<file path="src/rtl/exec_seq_ctrl.sv">
// Multi-cycle sequencer: fetch, execute, optional load/store, commit.
// Halts on ebreak or when any wait state exceeds the watchdog limit.
module exec_seq_ctrl #(
    parameter int DATA_WIDTH     = 32,
    parameter int TIMEOUT_CYCLES = 1024,
    parameter int CNT_WIDTH      = 32
) (
    input  logic                  clk,
    input  logic                  rst,
    input  logic [DATA_WIDTH-1:0] pc,
    output logic                  ifu_req_valid,
    input  logic                  ifu_req_ready,
    output logic [DATA_WIDTH-1:0] ifu_req_addr,
    input  logic                  ifu_rsp_valid,
    input  logic [31:0]           ifu_rsp_data,
    output logic [31:0]           inst,
    output logic                  inst_valid,
    input  logic                  is_mem,
    input  logic                  is_ebreak,
    output logic                  lsu_req_valid,
    input  logic                  lsu_req_ready,
    input  logic                  lsu_rsp_valid,
    output logic                  pc_we,
    output logic                  rf_we_en,
    output logic                  halted,
    output logic                  timeout_err,
    output logic [CNT_WIDTH-1:0]  retire_cnt
);

    localparam int WD_W = $clog2(TIMEOUT_CYCLES) + 1;
    localparam logic [31:0] NOP = 32'h0000_0013;

    typedef enum logic [2:0] {
        IDLE, FETCH, IWAIT, EXEC, MEM, MWAIT, COMMIT, HALT
    } state_t;

    state_t            state, state_nxt;
    logic [WD_W-1:0]   wd, wd_nxt;
    logic              wd_tick, progress, timeout_hit;

    always_ff @(posedge clk or negedge rst) begin
        if (!rst) begin
            state       <= IDLE;
            wd          <= '0;
            inst        <= NOP;
            timeout_err <= 1'b0;
            retire_cnt  <= '0;
        end else begin
            state <= state_nxt;
            wd    <= wd_nxt;
            if (state == IWAIT && ifu_rsp_valid)
                inst <= ifu_rsp_data;
            if (timeout_hit)
                timeout_err <= 1'b1;
            if (state == COMMIT)
                retire_cnt <= retire_cnt + CNT_WIDTH'(1);
        end
    end

    always_comb begin
        state_nxt   = state;
        wd_tick     = 1'b0;
        progress    = 1'b0;
        timeout_hit = 1'b0;
        case (state)
            IDLE:   state_nxt = FETCH;
            FETCH: begin
                wd_tick  = 1'b1;
                progress = ifu_req_ready;
                if (ifu_req_ready) state_nxt = IWAIT;
            end
            IWAIT: begin
                wd_tick  = 1'b1;
                progress = ifu_rsp_valid;
                if (ifu_rsp_valid) state_nxt = EXEC;
            end
            EXEC: begin
                if (is_ebreak)   state_nxt = HALT;
                else if (is_mem) state_nxt = MEM;
                else             state_nxt = COMMIT;
            end
            MEM: begin
                wd_tick  = 1'b1;
                progress = lsu_req_ready;
                if (lsu_req_ready) state_nxt = MWAIT;
            end
            MWAIT: begin
                wd_tick  = 1'b1;
                progress = lsu_rsp_valid;
                if (lsu_rsp_valid) state_nxt = COMMIT;
            end
            COMMIT: state_nxt = FETCH;
            HALT:   state_nxt = HALT;
            default: state_nxt = IDLE;
        endcase
        // A handshake or response on the final allowed cycle still wins.
        if (wd_tick && !progress && wd == WD_W'(TIMEOUT_CYCLES - 1)) begin
            timeout_hit = 1'b1;
            state_nxt   = HALT;
        end
        wd_nxt = (state_nxt != state || !wd_tick) ? '0 : wd + WD_W'(1);
    end

    assign ifu_req_valid = (state == FETCH);
    assign ifu_req_addr  = pc;
    assign inst_valid    = (state == EXEC);
    assign lsu_req_valid = (state == MEM);
    assign pc_we         = (state == COMMIT);
    assign rf_we_en      = (state == COMMIT);
    assign halted        = (state == HALT);

endmodule

</file>
<file path="config.mk">
export PLATFORM = sky130hd
export DESIGN_NAME = exec_seq_ctrl
export DESIGN_NICKNAME = d
export VERILOG_FILES = /design/src/rtl/exec_seq_ctrl.sv
export SDC_FILE = /design/constraint.sdc
export NUM_CORES = 1
export LEC_CHECK = 0
export CAP_MARGIN = 30
export CORE_ASPECT_RATIO = 0.6
export CORE_MARGIN = 2
export CORE_UTILIZATION = 30
export DETAILED_ROUTE_END_ITERATION = 6
export DONT_BUFFER_PORTS = 1
export HOLD_SLACK_MARGIN = 0.15
export REMOVE_ABC_BUFFERS = 1
export SKIP_CTS_REPAIR_TIMING = 1
export SYNTH_ARGS = -nofsm -noshare
export SYNTH_HDL_FRONTEND = slang
export SYNTH_SLANG_ARGS = --single-unit
</file>
<file path="constraint.sdc">
create_clock -name clk -period 3.7 [get_ports clk]
set_clock_uncertainty 0.1 [all_clocks]
set_input_delay 0.555 -clock clk [delete_from_list [all_inputs] [get_ports clk]]
set_output_delay 0.555 -clock clk [all_outputs]
set_load 0.01 [all_outputs]
</file>
Yosys cells after proc, flatten, opt, wreduce, memory -nomap -nowiden
Index checks and enable logic that the tools add are counted.
Widths: inputs -> output; s select.
- register bits: 79
- latch bits: 0
- bits in writable memories: 0
- memory bits (read-only): 0
- input port bits: 72
- output and inout port bits: 103
- logic and storage cells: 37
- memories: 0
- add/subtract/negate cells: 2
- $mul: 0
- div/mod/pow operators: 0
- order comparisons: 0
- equality and inequality tests: 9
- shift-type cells: 0
- multiplexer cells: 12
- bitwise logic cells: 0
- reduce and logical (&&, ||, !) cells: 9
- operator list (operator ; count):
    $add 32x1->32 const B ; 1
    $pmux 3 s7 ; 1
    $mux 3 ; 5
    $eq 3x3->1 const B ; 4
    $add 11x1->11 const B ; 1
    $eq 11x10->1 const B ; 1
    $mux 11 ; 1
    $eq 3x2->1 const B ; 2
    $mux 2 ; 2
    $pmux 1 s4 ; 1
    $reduce_or 4->1 ; 1
    $eq 3x1->1 const B ; 1
    $logic_and 1x1->1 ; 3
    $logic_not 3->1 ; 1
    $ne 3x3->1 ; 1
    $logic_not 1->1 ; 2
    $mux 1 ; 2
    $reduce_or 2->1 ; 1
    $logic_or 1x1->1 ; 1

Depth between registers and ports, before layout
- depth after elaboration: 9
- depth in mapped cells: 6
- gate-level depth less buffers: 5

Worst setup path before layout
OpenSTA, ideal clock, no wires.
- path type: reg2out
- start: register state[2]
- end: output port rf_we_en
- arrival time: 1370 ps
- data required time: 3045 ps
- slack: 1675 ps
- cell stages (with the launch flop): 5
- path buffers: 2
- path through: dfrtp_1 > buf_4 > inv_1 > nor3b_1 > buf_4
- cells in the longest elaborated chain, start to end: 1
- ends and longest elaborated chain (element ; line ; source):
    start: declaration ; 37 ; state_t state, state_nxt;
    start signal: assignment ; 49 ; state <= state_nxt;
    $eq 3x3->1 ; n/a ;
    end: declaration ; 24 ; output logic rf_we_en,
No other way between the ends.

Worst setup path after layout
- start: register state[2]
- end: output port rf_we_en
- cells in the longest elaborated chain, start to end: 1
- ends and longest elaborated chain (element ; line ; source):
    $eq 3x3->1 ; 109 ; assign rf_we_en = (state == COMMIT);
No other way between the ends.

==> impl_metrics.py <==
metrics = {
    "route": {
        "vias": 2186,
        "drc_errors": 0,
        "drtAntennaViolNets": 0,
        "drt_iter0_markers": 138,
        "vias_per_cell": 4.84,
        "wl_per_cell_um": 18.0,
        "drt_wl_total_um": 8130,
        "firstDrtPassIters": 4,
    },
    "run_status": {
        "status": "complete, no violations",
    },
    "yosys": {
        "syn_avg_cell_area_um2": 11.9,
        "ys_warn_count": 0,
        "syn_area_um2": 3700,
        "synth_top_cell_by_area": "dfrtp_1",
        "ys_ff_latch": 79,
        "ys_types": 39,
        "seq_area_frac_synth_pct": 53.6,
        "syn_inst": 310,
        "synthFlopType": "dfrtp_1",
        "yosys-top-cells-count": "76 x dfrtp_1, 35 x buf_4, 31 x mux2_2",
        "synth_area_leaders": "dfrtp_1 51%, mux2_2 9.4%, buf_4 7.1%",
        "yosys.cell_count.top_type": "dfrtp_1",
        "synth_top_area_share_pct": 51.4,
        "synth_edf_count": 0,
        "ys_async_sr_fraction_pct": 100,
    },
    "power_and_ir_drop": {
        "fin_total_pwr_mw": 2.87,
        "ir_drop_mv": 0.290,
        "power.leakage_nw": 1.69,
        "p_per_area_nw_per_um2": 720,
    },
    "floorplanning": {
        "fp.dieH_um": 90.0,
        "fp.dieW_um": 147,
        "ios": 175,
        "die_area_um2": 13300,
        "initial_core_util_pct": 30.8,
        "core_um2": 12000,
        "rows": 31,
    },
    "worst_hold_path": {
        "whs_endpoint": "inst[7]",
        "hold_depth": 1,
        "hold_path_class": "input port to flop",
        "hp-start": "ifu_rsp_data[7]",
    },
    "cts": {
        "cts_htree_levels": 3,
        "clock_sinks": 79,
        "tritoncts": "done",
        "numCtsBuffers": 9,
        "path_clk_slew_ns": 0.06,
        "cts_buffer_depth": 2,
        "clkLatencyLatePin_ns": 0.34,
        "root_buffer": "clkbuf_16",
    },
    "final_layout": {
        "insertedDiodeCount": 0,
        "fin_nets": 356,
        "layout-drive-gt1-share_pct": 20.9,
        "final_core_util_pct": 33.1,
        "final_cell_area_um2": 3980,
        "instances_no_fill": 452,
        "area_delta_synth_final_pct": 7.65,
    },
    "sta": {
        "hold_viol": 0,
        "fin_ws_ns": 1.59,
        "tightest_slew_ns": 0.533,
        "period_needed_ns": 2.11,
        "slew_headroom_pct": 64.4,
        "max_freq_mhz": 474,
        "setup_violations": 0,
        "setup_tns_ns": 0,
        "fin_crit_sh_pct": 57.0,
        "whs_ns": 0.255,
        "slew_violations": 0,
        "rsz0062_at_grt": "false",
    },
    "global_route": {
        "grt_pass1_wl_um": 12600,
        "antenna_found_initial": 0,
        "grt_max_degree": 80,
        "grt_pass1_vias": 2140,
        "gr-total-overflow": 0,
        "grt_usage_pct": 12.6,
    },
    "place": {
        "placed_area_um2": 3620,
        "io_buffers": 0,
        "place_inst": 434,
        "place_worst_setup_slack_ns": 1.74,
        "hpwl_um": 5880,
        "gp_congestion": 0.837,
    },
    "setup_path": {
        "required_ns": 3.04,
        "worst_r2r_endpoint": "state[2]",
        "critPathArrivalTime_ns": 1.45,
        "start_kind": "flop",
        "r2r_start": "state[2]",
        "worst-path-max-fanout": 11,
        "worstSetupPathType": "flop to primary output",
        "r2r_cells": 4,
        "end_kind": "primary output",
        "reg2reg_setup_slack_ns": 1.71,
    },
    "job": {
        "drv_cap": 0,
    },
}
## sequential cells by signal (all words and copies together) (netlist names)
signal and flops:
state 3, timeout_err 1, inst 32, retire_cnt 32
wd 11
## worst max path at each step
stage / to / start / slack [ns]
global placement: retire_cnt[31] / state[0] / 1.78
finish: rf_we_en / state[2] / 1.59
floorplan: inst[0] / ifu_rsp_valid / -0.70
detailed placement: retire_cnt[31] / state[0] / 1.74
global route: rf_we_en / state[2] / 1.45
CTS: rf_we_en / state[2] / 1.59
## kinds of logic (layout without fill, tap and decap cells)
kind of cell / after synthesis / in the layout / share of synthesized area, %
compound gates: 13 / 13 / 2.50
xor+xnor: 39 / 39 / 9.24
simple gates: 96 / 96 / 15.0
flops: 79 / 79 / 53.6
buf+inv: 48 / 25 / 9.00
fa+ha+maj: 2 / 2 / 0.676
mux: 33 / 33 / 10.0
## layout by cell type (no fill, tap or decap), types with 2 or more instances in the layout
master     instances
nand2_1           17
bufinv_16          2
nor3b_1            3
o32ai_1            2
and4_1             5
o311ai_0           2
ha_1               2
xnor2_1           28
mux2_1             2
nor3_1             8
a21o_1             2
nor2_1            15
inv_1              5
clkbuf_16          9
dfrtp_1           76
mux2_2            31
buf_4              2
and3_1             5
nor3_2             2
xor2_1            11
nand3_1           15
and2_1             4
a21oi_1            3
nand4_1           13
clkinv_4           2
dfstp_2            3
## report_power, final
part           total, mW  switching, mW  internal, mW
Sequential          1.41          0.300          1.11
Combinational      0.512          0.240         0.272
Clock              0.949          0.353         0.595
Total               2.87          0.894          1.97
## critical path, stage by stage (launching register included)
cell and delay [ns]:
dfrtp_1 0.56, inv_1 0.15, nor3b_1 0.22, buf_4 0.20
## layer usage
layer  vias to the layer above  global-route usage [%]  wire, um
met5                         -                    1.54         0
met4                         0                    3.13        85
met3                        11                    9.80      1100
met2                       101                    15.3      3150
met1                      1083                    16.8      3800
li1                        991                       -         -
## final cells by class
cell class,instances,area [um^2]
Clock buffer,10,229
Clock inverter,6,93.8
Fill cell,1176,8040
Inverter,5,18.8
Multi-Input combinational cell,183,1400
Sequential cell,79,1980
Tap cell,165,206
Timing Repair Buffer,4,52.6
Note: power is estimated with default switching activity, not from simulation.
